### src/rtl/axi4lite_pkg.sv
// axi4lite_pkg
// Shared AXI4-Lite definitions used by the read-side and write-side slave
// blocks: the response code type, the response code constants and a helper
// that returns how many low address bits must be zero for an aligned access.
// No ports (package).
package axi4lite_pkg;

  typedef logic [1:0] resp_t;

  localparam resp_t RESP_OKAY   = 2'b00;
  localparam resp_t RESP_SLVERR = 2'b10;
  localparam resp_t RESP_DECERR = 2'b11;

  // Number of byte-offset bits inside one data word (2 for 32-bit, 3 for 64-bit).
  function automatic int addr_lsb_bits(input int data_w);
    return $clog2(data_w / 8);
  endfunction

endpackage

### src/rtl/axi4lite_resp_fifo.sv
// axi4lite_resp_fifo
// Synchronous response FIFO, DEPTH entries of WIDTH bits, with a
// combinational view of the head entry.  A push is accepted while full as
// long as a pop happens in the same cycle.
// Ports:
//   aclk, aresetn         clock, asynchronous active-low reset
//   push, push_data       write strobe and entry
//   pop                   remove head entry (ignored when empty)
//   head_data             oldest entry
//   full, empty           occupancy flags
module axi4lite_resp_fifo
  import axi4lite_pkg::*;
#(
  parameter int WIDTH = 34,
  parameter int DEPTH = 4
) (
  input  logic             aclk,
  input  logic             aresetn,
  input  logic             push,
  input  logic [WIDTH-1:0] push_data,
  input  logic             pop,
  output logic [WIDTH-1:0] head_data,
  output logic             full,
  output logic             empty
);

  localparam int PTR_W = $clog2(DEPTH);

  logic [WIDTH-1:0] mem [DEPTH];
  logic [PTR_W-1:0] wr_ptr;
  logic [PTR_W-1:0] rd_ptr;
  logic [PTR_W:0]   count;
  logic             do_push;
  logic             do_pop;

  assign empty     = (count == '0);
  assign full      = (count == (PTR_W+1)'(DEPTH));
  assign do_pop    = pop & ~empty;
  assign do_push   = push & (~full | do_pop);
  assign head_data = mem[rd_ptr];

  // Pointers wrap naturally because DEPTH is a power of two.
  always_ff @(posedge aclk or negedge aresetn) begin
    if (!aresetn) begin
      wr_ptr <= '0;
      rd_ptr <= '0;
      count  <= '0;
      for (int i = 0; i < DEPTH; i++) mem[i] <= '0;
    end else begin
      if (do_push) begin
        mem[wr_ptr] <= push_data;
        wr_ptr      <= wr_ptr + 1'b1;
      end
      if (do_pop) rd_ptr <= rd_ptr + 1'b1;
      case ({do_push, do_pop})
        2'b10:   count <= count + 1'b1;
        2'b01:   count <= count - 1'b1;
        default: count <= count;
      endcase
    end
  end

endmodule

### src/rtl/axi4lite_read_slave_pipe.sv
// axi4lite_read_slave_pipe
// Pipelined AXI4-Lite read slave.  Each accepted AR beat is classified
// (misaligned -> SLVERR, unmapped -> DECERR, else OKAY) into a one-entry
// request stage.  OKAY entries are forwarded to the backend; error entries
// skip it.  Completed entries queue in a response FIFO whose head drives the
// R channel, so responses come back in acceptance order.
// Optional feature macro: AXI4LITE_RD_PROT_CHECK_EN -- when defined,
// unprivileged reads (arprot[0]=0) are answered with SLVERR.
// Ports:
//   aclk, aresetn                     clock, asynchronous active-low reset
//   arvalid/arready/araddr/arprot     AXI4-Lite read address channel
//   rvalid/rready/rdata/rresp         AXI4-Lite read data channel
//   req_valid/req_ready/req_addr      backend read request
//   rsp_data                          backend data, valid on req handshake
module axi4lite_read_slave_pipe
  import axi4lite_pkg::*;
#(
  parameter int              DATA_W     = 32,
  parameter int              ADDR_W     = 32,
  parameter int              DEPTH      = 4,
  parameter logic [ADDR_W-1:0] ADDR_LIMIT = 'h1000
) (
  input  logic              aclk,
  input  logic              aresetn,
  input  logic              arvalid,
  output logic              arready,
  input  logic [ADDR_W-1:0] araddr,
  input  logic [2:0]        arprot,
  output logic              rvalid,
  input  logic              rready,
  output logic [DATA_W-1:0] rdata,
  output logic [1:0]        rresp,
  output logic              req_valid,
  input  logic              req_ready,
  output logic [ADDR_W-1:0] req_addr,
  input  logic [DATA_W-1:0] rsp_data
);

  localparam int LSB   = addr_lsb_bits(DATA_W);
  localparam int CNT_W = $clog2(DEPTH + 1);
  localparam int ENT_W = DATA_W + 2;

  logic              init_done;
  logic [CNT_W-1:0]  outstanding;
  logic              stage_valid;
  logic [ADDR_W-1:0] stage_addr;
  resp_t             stage_resp;
  resp_t             capture_resp;
  logic              stage_okay;
  logic              fifo_room;
  logic              stage_retire;
  logic              ar_hs;
  logic              r_hs;
  logic              fifo_full;
  logic              fifo_empty;
  logic [ENT_W-1:0]  push_entry;
  logic [ENT_W-1:0]  head_entry;

  // Later assignments override earlier ones, so the last check listed has
  // the highest priority: misalignment, then privilege, then address range.
  always_comb begin
    capture_resp = RESP_OKAY;
    if (araddr >= ADDR_LIMIT) capture_resp = RESP_DECERR;
`ifdef AXI4LITE_RD_PROT_CHECK_EN
    if (!arprot[0]) capture_resp = RESP_SLVERR;
`endif
    if (araddr[LSB-1:0] != '0) capture_resp = RESP_SLVERR;
  end

`ifndef AXI4LITE_RD_PROT_CHECK_EN
  logic unused_prot;
  assign unused_prot = ^arprot;
`endif

  // Outstanding <= DEPTH guarantees room whenever the stage is occupied; the
  // room term only keeps the FIFO safe should that invariant ever break.
  assign fifo_room    = ~fifo_full | r_hs;
  assign stage_okay   = (stage_resp == RESP_OKAY);
  assign stage_retire = stage_valid & fifo_room & (~stage_okay | req_ready);
  assign req_valid    = stage_valid & stage_okay & fifo_room;
  assign req_addr     = stage_addr;

  // init_done holds arready low until the first edge after reset release.
  assign arready = init_done & (outstanding < CNT_W'(DEPTH)) &
                   (~stage_valid | stage_retire);
  assign ar_hs   = arvalid & arready;
  assign r_hs    = rvalid & rready;

  assign push_entry = {(stage_okay ? rsp_data : {DATA_W{1'b0}}), stage_resp};

  assign rvalid = ~fifo_empty;
  assign rdata  = rvalid ? head_entry[ENT_W-1:2] : '0;
  assign rresp  = rvalid ? head_entry[1:0] : RESP_OKAY;

  always_ff @(posedge aclk or negedge aresetn) begin
    if (!aresetn) init_done <= 1'b0;
    else          init_done <= 1'b1;
  end

  // A new capture may overwrite the stage only in the cycle it retires.
  always_ff @(posedge aclk or negedge aresetn) begin
    if (!aresetn) begin
      stage_valid <= 1'b0;
      stage_addr  <= '0;
      stage_resp  <= RESP_OKAY;
    end else if (ar_hs) begin
      stage_valid <= 1'b1;
      stage_addr  <= araddr;
      stage_resp  <= capture_resp;
    end else if (stage_retire) begin
      stage_valid <= 1'b0;
    end
  end

  always_ff @(posedge aclk or negedge aresetn) begin
    if (!aresetn) begin
      outstanding <= '0;
    end else begin
      case ({ar_hs, r_hs})
        2'b10:   outstanding <= outstanding + 1'b1;
        2'b01:   outstanding <= outstanding - 1'b1;
        default: outstanding <= outstanding;
      endcase
    end
  end

  axi4lite_resp_fifo #(
    .WIDTH (ENT_W),
    .DEPTH (DEPTH)
  ) u_resp_fifo (
    .aclk      (aclk),
    .aresetn   (aresetn),
    .push      (stage_retire),
    .push_data (push_entry),
    .pop       (r_hs),
    .head_data (head_entry),
    .full      (fifo_full),
    .empty     (fifo_empty)
  );

endmodule
### config.mk
export PLATFORM = sky130hd
export DESIGN_NAME = axi4lite_read_slave_pipe
export DESIGN_NICKNAME = d
export VERILOG_FILES = /design/src/rtl/axi4lite_pkg.sv /design/src/rtl/axi4lite_resp_fifo.sv /design/src/rtl/axi4lite_read_slave_pipe.sv
export SDC_FILE = /design/constraint.sdc
export NUM_CORES = 1
export LEC_CHECK = 0
export CAP_MARGIN = 20
export CORE_UTILIZATION = 55
export CTS_BUF_LIST = sky130_fd_sc_hd__clkbuf_4
export DETAILED_ROUTE_END_ITERATION = 10
export GPL_ROUTABILITY_DRIVEN = 0
export GPL_TIMING_DRIVEN = 0
export PLACE_DENSITY_LB_ADDON = 0.2
export REMOVE_ABC_BUFFERS = 1
export SYNTH_ARGS = -nofsm -noshare
export SYNTH_HDL_FRONTEND = slang
export SYNTH_SLANG_ARGS = --single-unit
### constraint.sdc
create_clock -name aclk -period 3 [get_ports aclk]
set_input_delay 0.45 -clock aclk [delete_from_list [all_inputs] [get_ports aclk]]
set_output_delay 0.45 -clock aclk [all_outputs]
set_load 0.005 [all_outputs]
==> flow_summary.ini <==
[die]
rows = 44
initial_utilization_pct = 56.3
die_x_um = 124
fp.dieArea_mm2 = 0.0154
core-area_mm2 = 0.0145
die_h_um = 124
design.portCount = 141

[critical_path]
worst-path-max-fanout = 12
worst_ep_required_time_ps = 2550
critical-path-slowest-cell = mux4_2
cp.arrival_ps = 2440
crit_end = rresp[0]
worstReg2RegEnd = outstanding[2]
criticalPathCategory = flop to output pin
critical_path.startpoint_type = flop
crit_family = buffers and inverters
crit_path_end_kind = output pin
cp_num_cells = 4
regToRegSetupSlack_ps = 380
worst_r2r_path_cells = 9
critPathMaxStageDelay_ps = 520
timing.critical_path.cells = buf_4, mux4_2, and2_1, clkdlybuf4s50_1
path_buf_inv = 2
startpoint_of_the_worst_setup_timing_path = u_resp_fifo.rd_ptr[0]
regToRegStartpoint = stage_valid

[detailed_routing]
via_count = 5672
ant_nets = 0
met2_wirelength_um = 8980
wl_per_cell_um = 17.5
finalWirelength_um = 17800
route.layer.met1.wl_um = 7490
route.top_layer_used = met4
first_drt_iteration_drcs = 361
detailroute.wirelength.met3_um = 1150
drcViolationCount = 0
routed_via_density = 5.57
drt_pre_antenna_iters = 4

[synthesis]
synth_most_common_cell = dfrtp_1
post_synth_edffs = 0
yosysWarningCount = 0
ys_dominant_reg_cell = dfrtp_1
synth.distinct_cells = 35
synth_cells = 694
post_synth_most_frequent_cells = 182 x dfrtp_1, 166 x nand2_1, 107 x o21ai_0
ys_seq_elements = 182
synthArstFlopShare_pct = 100
seq_area_frac_synth_pct = 55.7
netlist_area_mm2 = 0.00818
ys_top_cells_by_area = dfrtp_1 56%, mux4_2 9.4%, nand2_1 7.6%
synthesized_area_per_cell_um2 = 11.8
post-synth-top-area-cell = dfrtp_1
synth_top_cell_area_share_pct = 55.7

[clock_tree]
clk_pin_slew_worst_paths_ps = 130
numClockSinks = 182
cts_buffers = 17
htreeDepth = 4
cts_max_path_buffers = 2
clock-root-buffer = clkbuf_4
clk_latency_ps = 560
tritoncts = yes

[global_route]
grt_pass1_vias = 5970
antenna_found_initial = 0
globalRouteOverflowTotal = 0
grt_start_max_net_pins = 98
grt_usage_pct = 25.2
grt_pass1_wl_um = 28900

[final_layout]
layout.filler_cells = 1115
fraction_of_final_layout_cells_sized_beyond_drive_strength_1_pct = 14.5
synthToLayoutAreaGrowth_pct = 22.4
insertedDiodeCount = 0
layout.nets = 903

[timing]
clock_skew_ps = 19.3
timing_max_transition_violations_final = 0
clock.fmax_ghz = 0.346
period_minus_slack_ps = 2890
finalSetupTns_ps = 0
worst-slew-pin-transition_ps = 768
grt_setup_unrepaired = yes
maxSlewHeadroom_pct = 48.8
setup_viol_count_final = 0
final_min_period_over_clock_period_pct = 96.3
hold_viol_final = 0

[power]
leakage_power_nw = 4.26
power.density_cell_area_mw_per_mm2 = 769
power_mw = 7.70
worst_ir_drop_vdd_mv = 0.471

[placement]
port_buf_inserts = 137
detailedPlacementHpwl_um = 12200

[job]
drv_cap = 0

[run_status]
run_status = completed

[min_path]
worst_min_delay_path_category = input pin to asynchronous set/reset pin
kinds of logic (layout without fill, tap and decap cells):
kind of cell | count (synthesis) | in the layout | share of synthesized area [%]
AOI/OAI and AO/OA | 133 | 133 | 8.51
muxes | 76 | 76 | 16.1
buffers and inverters | 59 | 199 | 4.97
and+or+nand+nor | 226 | 226 | 12.3
adders and majority gates | 8 | 8 | 1.41
other | 1 | 1 | 0.0459
xor gates and xnor gates | 9 | 9 | 0.964
DFF | 182 | 182 | 55.7
area by class of cell:
cell class | count | area [um2] | area share [%]
Clock buffer | 21 | 158 | 1.57
Clock inverter | 9 | 62.6 | 0.625
Sequential cell | 182 | 4560 | 45.5
Multi-Input combinational cell | 453 | 3230 | 32.2
Tap cell | 184 | 230 | 2.30
Inverter | 10 | 37.5 | 0.375
Timing Repair Buffer | 159 | 1740 | 17.3
registers in the layout (all words and copies together), names as in the netlist:
| name | count |
|---|---|
| u_resp_fifo.mem | 136 |
| req_addr | 32 |
| outstanding | 3 |
| u_resp_fifo.count | 3 |
| stage_resp | 2 |
| u_resp_fifo.rd_ptr | 2 |
| u_resp_fifo.wr_ptr | 2 |
| init_done | 1 |
| stage_valid | 1 |
worst reg2reg max path: cells and delay by family (launching register included):
kind                     cells  cell delay, ps
AO/OA/AOI/OAI                1             690
flip-flops                   1             530
adder cells (fa/ha/maj)      2             450
buffers and inverters        2             290
XOR/XNOR                     2             290
AND/OR/NAND/NOR              2             260
per-layer routing:
layer / up-vias / track usage (%)
li1: 2640 / -
met1: 2844 / 30.5
met2: 175 / 43.2
met3: 13 / 8.01
met4: 0 / 7.59
met5: - / 0
cells in the final DEF (no fill, tap or decap), drive strengths merged:
cell           count
xor2               5
a2111oi            1
clkbuf            21
a211oi             1
nand2            166
nor4               5
o21ai            129
o2bb2ai            1
bufinv             1
inv               10
clkinv             8
and3               1
nand4              4
buf               22
ha                 6
nand2b             1
xnor2              4
conb               1
mux4              34
mux2i              1
nor4b              2
nand3              3
or3                2
or4b               1
nor2               6
and2              35
clkdlybuf4s50    136
mux2              41
dfrtp            182
a31oi              1
fa                 2
dlygate4sd3        1
power breakdown:
| group | internal (mW) | switching [mW] | total, mW | leakage, nW |
|---|---|---|---|---|
| Sequential | 3.12 | 0.430 | 3.55 | 2.41 |
| Clock | 0.420 | 0.756 | 1.18 | 0.128 |
| Combinational | 1.76 | 1.21 | 2.97 | 1.73 |
through the flow:
stage               cells  worst slack, ps  hold slack (ps)  area (um2)  utilization, %
floorplan             645             -531              154        7810               -
global placement      966            -5550              450        9410            64.7
detailed placement    986            -25.0              451        9770            67.2
CTS                  1018             48.6              429       10000            68.9
global route         1018            -39.7              433       10000            68.9
finish               1018              110              462       10000            68.9
what timing repair did:
action | in CTS | in global routing
hold endpoints to repair | 85 | 0
buffers inserted | 1 | 0
endpoints found under the setup margin | 34 | 16
hold buffers | 1 | 0
gates cloned | 0 | 0
pin swaps | 0 | 0
gates resized for setup | 3 | 0
worst min-delay path by stage:
stage | slack, ps | startpoint | depth (start not counted) | end
CTS | 430 | arvalid | 3 | stage_resp[0]
global placement | 450 | outstanding[2] | 1 | outstanding[2]
detailed placement | 450 | outstanding[2] | 1 | outstanding[2]
global route | 430 | arvalid | 3 | stage_resp[0]
finish | 460 | aresetn | 2 | u_resp_fifo.mem[126]
floorplan | 150 | aresetn | 0 | init_done
(Power assumes the default switching activity.)
==> variant (same flow settings) <==
`ADDR_W`: 32 -> 24.
--- a/src/rtl/axi4lite_read_slave_pipe.sv
+++ b/src/rtl/axi4lite_read_slave_pipe.sv
@@ -16,7 +16,7 @@
   import axi4lite_pkg::*;
 #(
   parameter int              DATA_W     = 32,
-  parameter int              ADDR_W     = 32,
+  parameter int              ADDR_W     = 24,
   parameter int              DEPTH      = 4,
   parameter logic [ADDR_W-1:0] ADDR_LIMIT = 'h1000
 ) (
Interface: changed (resized araddr and req_addr); port bits go from 141 to 125. The function was not compared with the original's and may differ.
==> variant against the unedited design <==
Cell area down 0.63%; non-clock buffer count down 26; sequential cell count down 8; die area up 0.19%; count of clock-buffer cells in the layout down 4; critical endpoint is now rresp[1]; clock power up 31%; wire length down 7.9%; worst hold slack worse by 35 ps; worst setup slack better by 14 ps; area after synthesis up 0.20%; power down 3.7%; largest power group unchanged; via count down 17%.
==> variant: results (changes against the unedited design) <==
| Metric | Value |
|---|---|
| Via count | 4715 (was 5672) |
| First-pass GRT wire length | 26120 um (was 28940 um) |
| Placement Setup Slack | -76.51 ps (was -25.01 ps) |
| Routed wl met3 | 935 um (was 1154 um) |
| Reg-to-reg endpoint | outstanding[1]$_DFFE_PN0P_ (was outstanding[2]$_DFFE_PN0P_) |
| Post-synth cell types | 33 (was 35) |
| Worst hold slack | 427.1 ps (was 461.7 ps) |
| Mux cell area share after synthesis | 32.70% (was 16.05%) |
| Largest net degree at the start of global routing | 97 (was 98) |
| Met3 GRT Util | 7.372% (was 8.013%) |
| Met1 usage | 30.09% (was 30.46%) |
| Post-DP HPWL | 9936 um (was 12250 um) |
| Post-Synth XOR/XNOR Area | 0.9621% (was 0.9640%) |
| Leak | 4.619 nW (was 4.262 nW) |
| Synth Area in Adders | 1.405% (was 1.408%) |
| Layout cells sized above 1 | 37.22% (was 14.51%) |
| Placed cells | 806 (was 986) |
| Iter 0 DRT Violations | 189 (was 361) |
| DRT met1 WL | 7132 um (was 7489 um) |
| Met2 GRT Util | 37.57% (was 43.23%) |
| R2R setup slack | 430 ps (was 380 ps) |
| Rel. slew slack | 42.18% (was 48.81%) |
| Crit-path max FO | 24 (was 12) |
| Post-synth top cells | dfrtp_1 (174), mux2_2 (137), and2_1 (67), mux4_2 (34), mux2_4 (18) (was dfrtp_1 (182), nand2_1 (166), o21ai_0 (107), and2_1 (35), mux4_2 (34)) |
| Non-filler cells, final | 845 (was 1018) |
| Buffers on Ports | 121 (was 137) |
| GR Util All Layers | 23.21% (was 25.22%) |
| Cell area after placement | 9527 sq um (was 9766 sq um) |
| Status | complete, no violations (unchanged) |
| Fin nets | 720 (was 903) |
| Synth area leaders | dfrtp_1 (53%), mux2_2 (19%), mux4_2 (9.3%), and2_1 (5.1%), mux2_4 (3.3%) (was dfrtp_1 (56%), mux4_2 (9.4%), nand2_1 (7.6%), o21ai_0 (6.5%), mux2_4 (3.7%)) |
| Metal2 WL | 8145 um (was 8975 um) |
| Highest Signal Layer | met4 (unchanged) |
| Crit path to | rresp[1] (was rresp[0]) |
==> variant: cells by family after synthesis <==
group / Yosys count
AOI/OAI and AO/OA: 4
xor gates and xnor gates: 9
adders and majority gates: 8
buffers and inverters: 42
DFF: 174
muxes: 198
other: 1
and+or+nand+nor: 91
==> variant: power breakdown <==
group | total (W) | switching (W) | internal, W
Combinational | 0.00261 | 0.00101 | 0.00160
Clock | 0.00155 | 0.000807 | 0.000741
Sequential | 0.00325 | 0.000363 | 0.00289
==> variant: area by class of cell <==
cell class	instances	area [sq um]
timing repair buffer	133	1381
sequential	174	4359
inverter	10	37.54
clock inverter	15	220.2
clock buffer	17	127.6
multi-input combinational	312	3592
fill	1023	4586
tap	184	230.2
==> variant: timing repair <==
| item | in CTS | in global routing |
|---|---|---|
| endpoints found under the hold margin | 78 | 0 |
| hold buffers | 1 | 0 |
| pin swaps | 1 | 1 |
| cloned | 1 | 0 |
| setup buffers | 2 | 3 |
| setup endpoints to repair | 37 | 7 |
| gates resized for setup | 5 | 2 |
